--- config.mk ---
export PLATFORM = sky130hd
export DESIGN_NAME = pulse_stretcher
export DESIGN_NICKNAME = d
export VERILOG_FILES = /design/src/rtl/pulse_stretcher.sv
export SDC_FILE = /design/constraint.sdc
export NUM_CORES = 1
export LEC_CHECK = 0
export CAP_MARGIN = 10
export CORE_UTILIZATION = 49
export DETAILED_ROUTE_END_ITERATION = 6
export HOLD_SLACK_MARGIN = 0.02
export PLACE_DENSITY = 0.85
export SYNTH_ARGS = -nofsm -noshare
export SYNTH_HDL_FRONTEND = slang
export SYNTH_SLANG_ARGS = --single-unit
--- constraint.sdc ---
create_clock -name Clk -period 2.21 [get_ports Clk]
set_input_delay 0.221 -clock Clk [delete_from_list [all_inputs] [get_ports Clk]]
set_output_delay 0.221 -clock Clk [all_outputs]
set_load 0.05 [all_outputs]
--- src/rtl/pulse_stretcher.sv ---
// Pulse stretcher: each accepted Pi strobe becomes HOLD_CYCLES of Lo=1 followed
// by at least GAP_CYCLES of Lo=0, with a one-deep request queue and a drop counter.
module pulse_stretcher #(
  parameter int unsigned HOLD_CYCLES = 4,
  parameter int unsigned GAP_CYCLES  = 2
) (
  input  logic       Clk,
  input  logic       Reset,
  input  logic       Pi,
  input  logic       ClrDrop,
  output logic       Lo,
  output logic       Busy,
  output logic       Pend,
  output logic [7:0] DropCnt
);

  typedef enum logic [1:0] {
    IDLE = 2'd0,
    HOLD = 2'd1,
    GAP  = 2'd2
  } state_t;

  localparam logic [7:0] HOLD_LOAD = 8'(HOLD_CYCLES - 1);
  localparam logic [7:0] GAP_LOAD  = 8'(GAP_CYCLES - 1);

  state_t     state_q, state_d;
  logic [7:0] cnt_q, cnt_d;
  logic       pend_q, pend_d;
  logic [7:0] drop_q, drop_d;
  logic       lo_q, lo_d;
  logic       busy_q, busy_d;
  logic       drop_ev;

  always_comb begin
    state_d = state_q;
    cnt_d   = cnt_q;
    pend_d  = pend_q;
    drop_ev = 1'b0;

    case (state_q)
      IDLE: begin
        if (Pi) begin
          state_d = HOLD;
          cnt_d   = HOLD_LOAD;
        end
      end

      HOLD: begin
        if (cnt_q == 8'd0) begin
          state_d = GAP;
          cnt_d   = GAP_LOAD;
        end else begin
          cnt_d = cnt_q - 8'd1;
        end
        if (Pi) begin
          if (pend_q) drop_ev = 1'b1;
          else        pend_d  = 1'b1;
        end
      end

      GAP: begin
        if (cnt_q == 8'd0) begin
          // Exit edge: a queued request is served first; a simultaneous Pi refills the queue.
          if (pend_q || Pi) begin
            state_d = HOLD;
            cnt_d   = HOLD_LOAD;
            pend_d  = pend_q & Pi;
          end else begin
            state_d = IDLE;
          end
        end else begin
          cnt_d = cnt_q - 8'd1;
          if (Pi) begin
            if (pend_q) drop_ev = 1'b1;
            else        pend_d  = 1'b1;
          end
        end
      end

      default: begin
        state_d = IDLE;
        cnt_d   = 8'd0;
        pend_d  = 1'b0;
      end
    endcase

    if (ClrDrop)
      drop_d = 8'd0;
    else if (drop_ev && (drop_q != 8'hFF))
      drop_d = drop_q + 8'd1;
    else
      drop_d = drop_q;

    lo_d   = (state_d == HOLD);
    busy_d = (state_d != IDLE);
  end

  always_ff @(posedge Clk or posedge Reset) begin
    if (Reset) begin
      state_q <= IDLE;
      cnt_q   <= 8'd0;
      pend_q  <= 1'b0;
      drop_q  <= 8'd0;
      lo_q    <= 1'b0;
      busy_q  <= 1'b0;
    end else begin
      state_q <= state_d;
      cnt_q   <= cnt_d;
      pend_q  <= pend_d;
      drop_q  <= drop_d;
      lo_q    <= lo_d;
      busy_q  <= busy_d;
    end
  end

  assign Lo      = lo_q;
  assign Busy    = busy_q;
  assign Pend    = pend_q;
  assign DropCnt = drop_q;

endmodule

==> metrics <==
reg2reg path depth=5; Root Driver=clkbuf_4; top cell type's share of synthesized area=40.4%; layout cells sized above 1=20.1%; CP Launch Point=state_q[0]; delay-heaviest family, CP=simple AND/OR/NAND/NOR gates; Setup TNS=0 ns; startpoint types=flop; Yosys cell types=44; Ant. Diodes=0; crit path max fanout=5; Reg2Reg Launch Point=state_q[0]; global-route wire length before repair=4750 um; largest net degree at the start of global routing=22; GPL Wtd Cong=0.899; Worst slew margin=66.9%; crit path to=DropCnt[0]; TritonCTS sink count=21; Die ar.=2860 um2; average wire per standard cell=15.6 um; area occupied by multi-input gates=732 um2; Yosys top cell by area=dfrtp_1; ANT nets after route=0; synthesized net count=145; Crit. path cell count=5; Max-Cap Viols=0; DP HPWL=2050 um; Worst R2R End=DropCnt[0]; Mapped Cells=135; top-count cell post-synth=dfrtp_1; vias in the first global route=1072; worst-path cell chain=ha_1 > or4b_2 > o211ai_2 > a31oi_2 > mux2_2; CTS tree=yes; max incr delay on CP=0.68 ns; Sequential cell area=526 um2; Detailed Route Iter0 Violations=46; sequential fraction of the synthesis area=40.4%; port bufs=14; hold_ws=0.219 ns; Crit path arrival time=2.40 ns; I/O Pins=15; via count=1163; initial antenna violation count=0; R2R Setup Slk=0.04 ns; Rows=18; Skew-Pair Late Insertion Delay=0.32 ns; Die X=53.5 um; clk buf depth=2; synth warn=0; Setup crit end kind=flop; drt total wl=2950 um; Final setup viols=0; Fmax=460 MHz; most frequent cells after synthesis=dfrtp_1 (21), a21oi_1 (15), inv_1 (9); synthesized area=1300 um2; final slew viol count=0; Post-Route Skew=0.0111 ns; vias per std cell=6.15; Synth Register Bits=21; fin crit share=98.3%; drt drc=0; RSZ-0062 raised after global routing=true; area delta synth->final=20.8%; Final Hold Viols=0; synth top area cells=dfrtp_1 (40%), a21oi_1 (5.8%), ha_1 (5.8%); Worst VDD drop=0.899 mV; Layout fillers=191; Worst-path clk slew=0.13 ns; WP data required=2.43 ns; Critical path buffers and inverters=0; CTS Buf Count=3; predominant post-synthesis flop cell=dfrtp_1; Least-Margin Pin Slew=0.495 ns; Post-synth ARST share=100%; Die Y=53.5 um; P_leak=0.651 nW; Syn Area/Cell=9.63 um2; Post-synth EDFFs=0; pwr dens=1200 nW/um2; gr usage total=23.4%; Core Region=2500 um2; critical path type=reg -> reg; fin crit period=2.17 ns; fin nets=170; first-pass iteration count of the detailed router=4; CTS H-Tree Depth=1; grt ovf=0; status=completed; worst hold path type=in -> async; CP max-delay cell=or4b_2; Initial Util=52.0%
==> sequential cells by signal, summed over array words and instances (netlist names) <==
signal   cells
Lo           1
Busy         1
cnt_q        8
state_q      2
Pend         1
DropCnt      8
==> routing by layer <==
layer / global-route usage, % / wire length, um
met5: 0 / 0
met1: 30.5 / 1350
met3: 4.02 / 108
met4: 9.21 / 51
met2: 38.1 / 1440
==> cells in the final DEF, fill, tap and decap left out, types with 2 or more instances in the layout <==
cell type / netlist / layout
a31o_2: 2 / 2
o31ai_1: 6 / 6
o41ai_1: 2 / 2
dfrtp_1: 21 / 21
nand3_1: 4 / 4
nor3_1: 5 / 5
ha_1: 6 / 5
clkdlybuf4s50_1: 0 / 14
or3b_2: 3 / 2
inv_1: 9 / 9
o21ai_0: 8 / 8
nor2_1: 5 / 5
a21oi_1: 15 / 15
or2_2: 3 / 3
or3_1: 3 / 3
buf_4: 0 / 10
and3_1: 2 / 2
or4_1: 4 / 4
nand2_1: 7 / 7
nand2b_1: 3 / 3
clkbuf_4: 0 / 3
==> worst reg2reg max path, cell delays in order, from the launching register on <==
cell	delay [ns]
dfrtp_1	0.45
ha_1	0.26
or4b_2	0.68
o211ai_2	0.31
a31oi_2	0.10
mux2_2	0.29
==> timing repair <==
action,CTS,global route
setup endpoints to repair,0,14
hold buffers,0,0
buffers inserted,0,1
resized for setup,0,4
==> per-stage QoR <==
stage,cell area (um2),setup slack (ns),utilization [%],power [W],instances
2_1_floorplan,1300,0.0962,-,0.00137,135
3_3_place_gp,1520,0.112,60.6,0.00157,184
3_5_place_dp,1520,0.0528,60.6,0.00162,184
4_1_cts,1540,0.00847,61.7,0.00181,188
5_1_grt,1570,-0.0709,62.8,0.00202,189
6_report,1570,0.0366,62.8,0.00189,189
==> power by group <==
group | leakage (nW) | switching [W] | internal [W]
Clock | 0.0150 | 0.000126 | 0.0000707
Sequential | 0.278 | 0.0000844 | 0.000492
Combinational | 0.358 | 0.000649 | 0.000467
==> cell type report <==
cell class | count | area share, %
timing repair buffer | 24 | 13.7
clock buffer | 4 | 1.67
tap | 30 | 2.39
sequential | 21 | 33.5
inverter | 9 | 2.15
multi-input combinational | 101 | 46.6
==> cell families after synthesis <==
family,Yosys count,synth area share [%]
AOI/OAI and AO/OA,43,23.8
adders and majority gates,6,5.77
buffers and inverters,13,4.91
DFF,21,40.4
muxes,2,1.64
and+or+nand+nor,50,23.5
==> how the worst min path moves through the flow <==
| stage | depth (start not counted) | slack [ns] | to | from |
|---|---|---|---|---|
| finish | 3 | 0.22 | cnt_q[1] | Reset |
| global route | 3 | 0.27 | DropCnt[1] | Reset |
| CTS | 3 | 0.24 | cnt_q[2] | Reset |
| detailed placement | 2 | 0.50 | cnt_q[1] | cnt_q[1] |
| global placement | 2 | 0.49 | cnt_q[1] | cnt_q[1] |
| floorplan | 1 | 0.20 | Busy | Reset |
No activity file was read; power rests on OpenSTA's default activity.
==> variant, RTL diff (same flow settings) <==
Register the output `DropCnt` once more, with the module's reset; this adds one clock of latency there. The other outputs are not delayed to match.
--- a/src/rtl/pulse_stretcher.sv
+++ b/src/rtl/pulse_stretcher.sv
@@ -117,5 +117,11 @@
   assign Busy    = busy_q;
   assign Pend    = pend_q;
-  assign DropCnt = drop_q;
+  always_ff @(posedge Clk or posedge Reset) begin
+    if (Reset) begin
+      DropCnt <= '0;
+    end else begin
+      DropCnt <= drop_q;
+    end
+  end
 
 endmodule
Behaviour: not the same (a bounded check fails within 4 cycles, from zero or initial values and one cycle with Reset high).
==> variant against the unedited design <==
Sequential cell count rose by 8; non-clock buffer count did not move; worst hold slack got worse by 0.054 ns; total power rose by 23%; clock power rose by 53%; worst setup slack improved by 0.036 ns; design area rose by 18%; wire length rose by 14%; critical endpoint is now drop_q[5]$_DFFE_PP0P_; area after synthesis rose by 20%.
==> variant: results (changes against the unedited design) <==
- Worst VDD drop: 0.871 mV (-3.1%)
- TritonRoute pass-1 iters: 4 (unchanged)
- Static Leak: 0.781 nW (+20%)
- Setup crit start: cnt_q[0]$_DFFE_PP0P_
- Largest net degree at the start of global routing: 21 (-4.5%)
- Min-Delay Path Class: input port to asynchronous set/reset pin
- WL per Instance: 15.0 µm (-4.1%)
- Slew @ Worst Pin: 0.705 ns (+0.209 ns)
- Clock Skew: 0.00285 ns (-0.00825 ns)
- Fraction of layout cells with a size suffix above 1: 19.9% (-0.24 points)
- Status: completed
- Clock slew at reported path FFs: 0.09 ns (-0.04 ns)
- H-Tree Depth: 2 (+1)
- Worst Hold Margin: 0.165 ns (-0.0538 ns)
- DR iter-0 viols: 48 (+4.3%)
- Layout fillers: 249 (+30%)
- Vias in the first global route: 1,309 (+22%)
- Asr flop ratio synth: 100% (unchanged)
- Distinct cell type count after synthesis: 46 (+4.5%)
- Final HPWL DP: 2.45 mm (+19%)
- Min Tclk post-route: 2.14 ns (-0.0361 ns)
- Dpl cells: 214 (+16%)
- Nets: 190 (+12%)
- All-layer global routing usage: 22.4% (-0.95 points)
- TritonCTS Buffers: 5 (+2)
- Clock latency on the worst-skew pair: 0.32 ns (about the same)
- Gpl congestion: 0.861 (-4.2%)
- Crit-path max FO: 8 (+3)
- First-pass GRT wire length: 5.69 mm (+20%)
- Mapped Avg Cell Area: 10.1 µm² (+4.8%)
- Post-Route WL: 3.37 mm (+14%)
- Crit path max-delay cell type: or4b_4
- Reg2Reg Depth: 6 (+1)
- Top post-synthesis cells by count: dfrtp_1, a21oi_1, o21ai_0, inv_1, nor2_1
- CP arrival: 2.36 ns (-0.04 ns)
- Non-Filler Cell Area, Final: 0.00185 mm² (+18%)
- Clock tree buffer depth: 2 (unchanged)
- CP endpoint: drop_q[5]$_DFFE_PP0P_
- Crit-path max cell delay: 0.48 ns (-0.20 ns)
- Seq/Total Area, Yosys: 46.7% (+6.3 points)
- Largest registers: DropCnt: 8 flops, cnt_q: 8 flops, drop_q: 8 flops
- Pre-CTS WS: 0.115 ns (+0.0622 ns)
- Largest cells by area after synthesis: dfrtp_1, ha_1, a21oi_1, o21ai_0, inv_1
- Syn_nets: 164 (+13%)
- Clock Power Share: 12.9% (+2.5 points)
- R2R Setup Slk: 0.07 ns (+0.04 ns)
- Via density: 5.94 (-3.4%)
[variant: worst max-delay path: cells and delay by family, from the launching register on]
| kind | cells | cell delay (ns) |
|---|---|---|
| adder cells (fa/ha/maj) | 1 | 0.15 |
| AND/OR/NAND/NOR | 2 | 0.62 |
| flip-flops | 1 | 0.42 |
| buffers and inverters | 1 | 0.07 |
| AO/OA/AOI/OAI | 1 | 0.48 |
| multiplexers | 1 | 0.29 |
[variant: final cells by class]
class / count / share of cell area (%)
tap: 44 / 2.98
clock inverter: 2 / 0.542
sequential: 29 / 39.3
inverter: 10 / 2.03
multi-input combinational: 110 / 41.1
clock buffer: 6 / 2.23
timing repair buffer: 24 / 11.8
[variant: cells by family (layout without fill, tap and decap cells)]
kind of cell | count (synthesis) | after routing | share of synthesized area, %
simple gates | 58 | 58 | 22.3
buf+inv | 15 | 42 | 4.99
mux | 4 | 4 | 3.30
compound gates | 42 | 42 | 17.9
fa+ha+maj | 6 | 6 | 4.83
flops | 29 | 29 | 46.7
[variant: timing repair]
action                                  4_1_cts  5_1_grt
resized for setup                             0        6
endpoints found under the setup margin        0        4
endpoints found under the hold margin         0        0
buffers inserted                              0        3
[variant: metal layers]
layer  vias up  global-route usage [%]  wire, µm
met3         9                    6.81       159
met4         0                    10.9        65
met2        46                    38.6      1780
li1        625                       -         -
met1       657                    25.4      1360
met5         -                       0         0
[variant: power groups by stage]
stage	sequential [W]	combinational, W	clock (W)
4_1_cts	0.000738	0.00121	0.000316
5_1_grt	0.000761	0.00140	0.000347
3_3_place_gp	0.000740	0.00116	0
6_report	0.000745	0.00128	0.000301
2_1_floorplan	0.000804	0.000837	0
3_5_place_dp	0.000748	0.00120	0
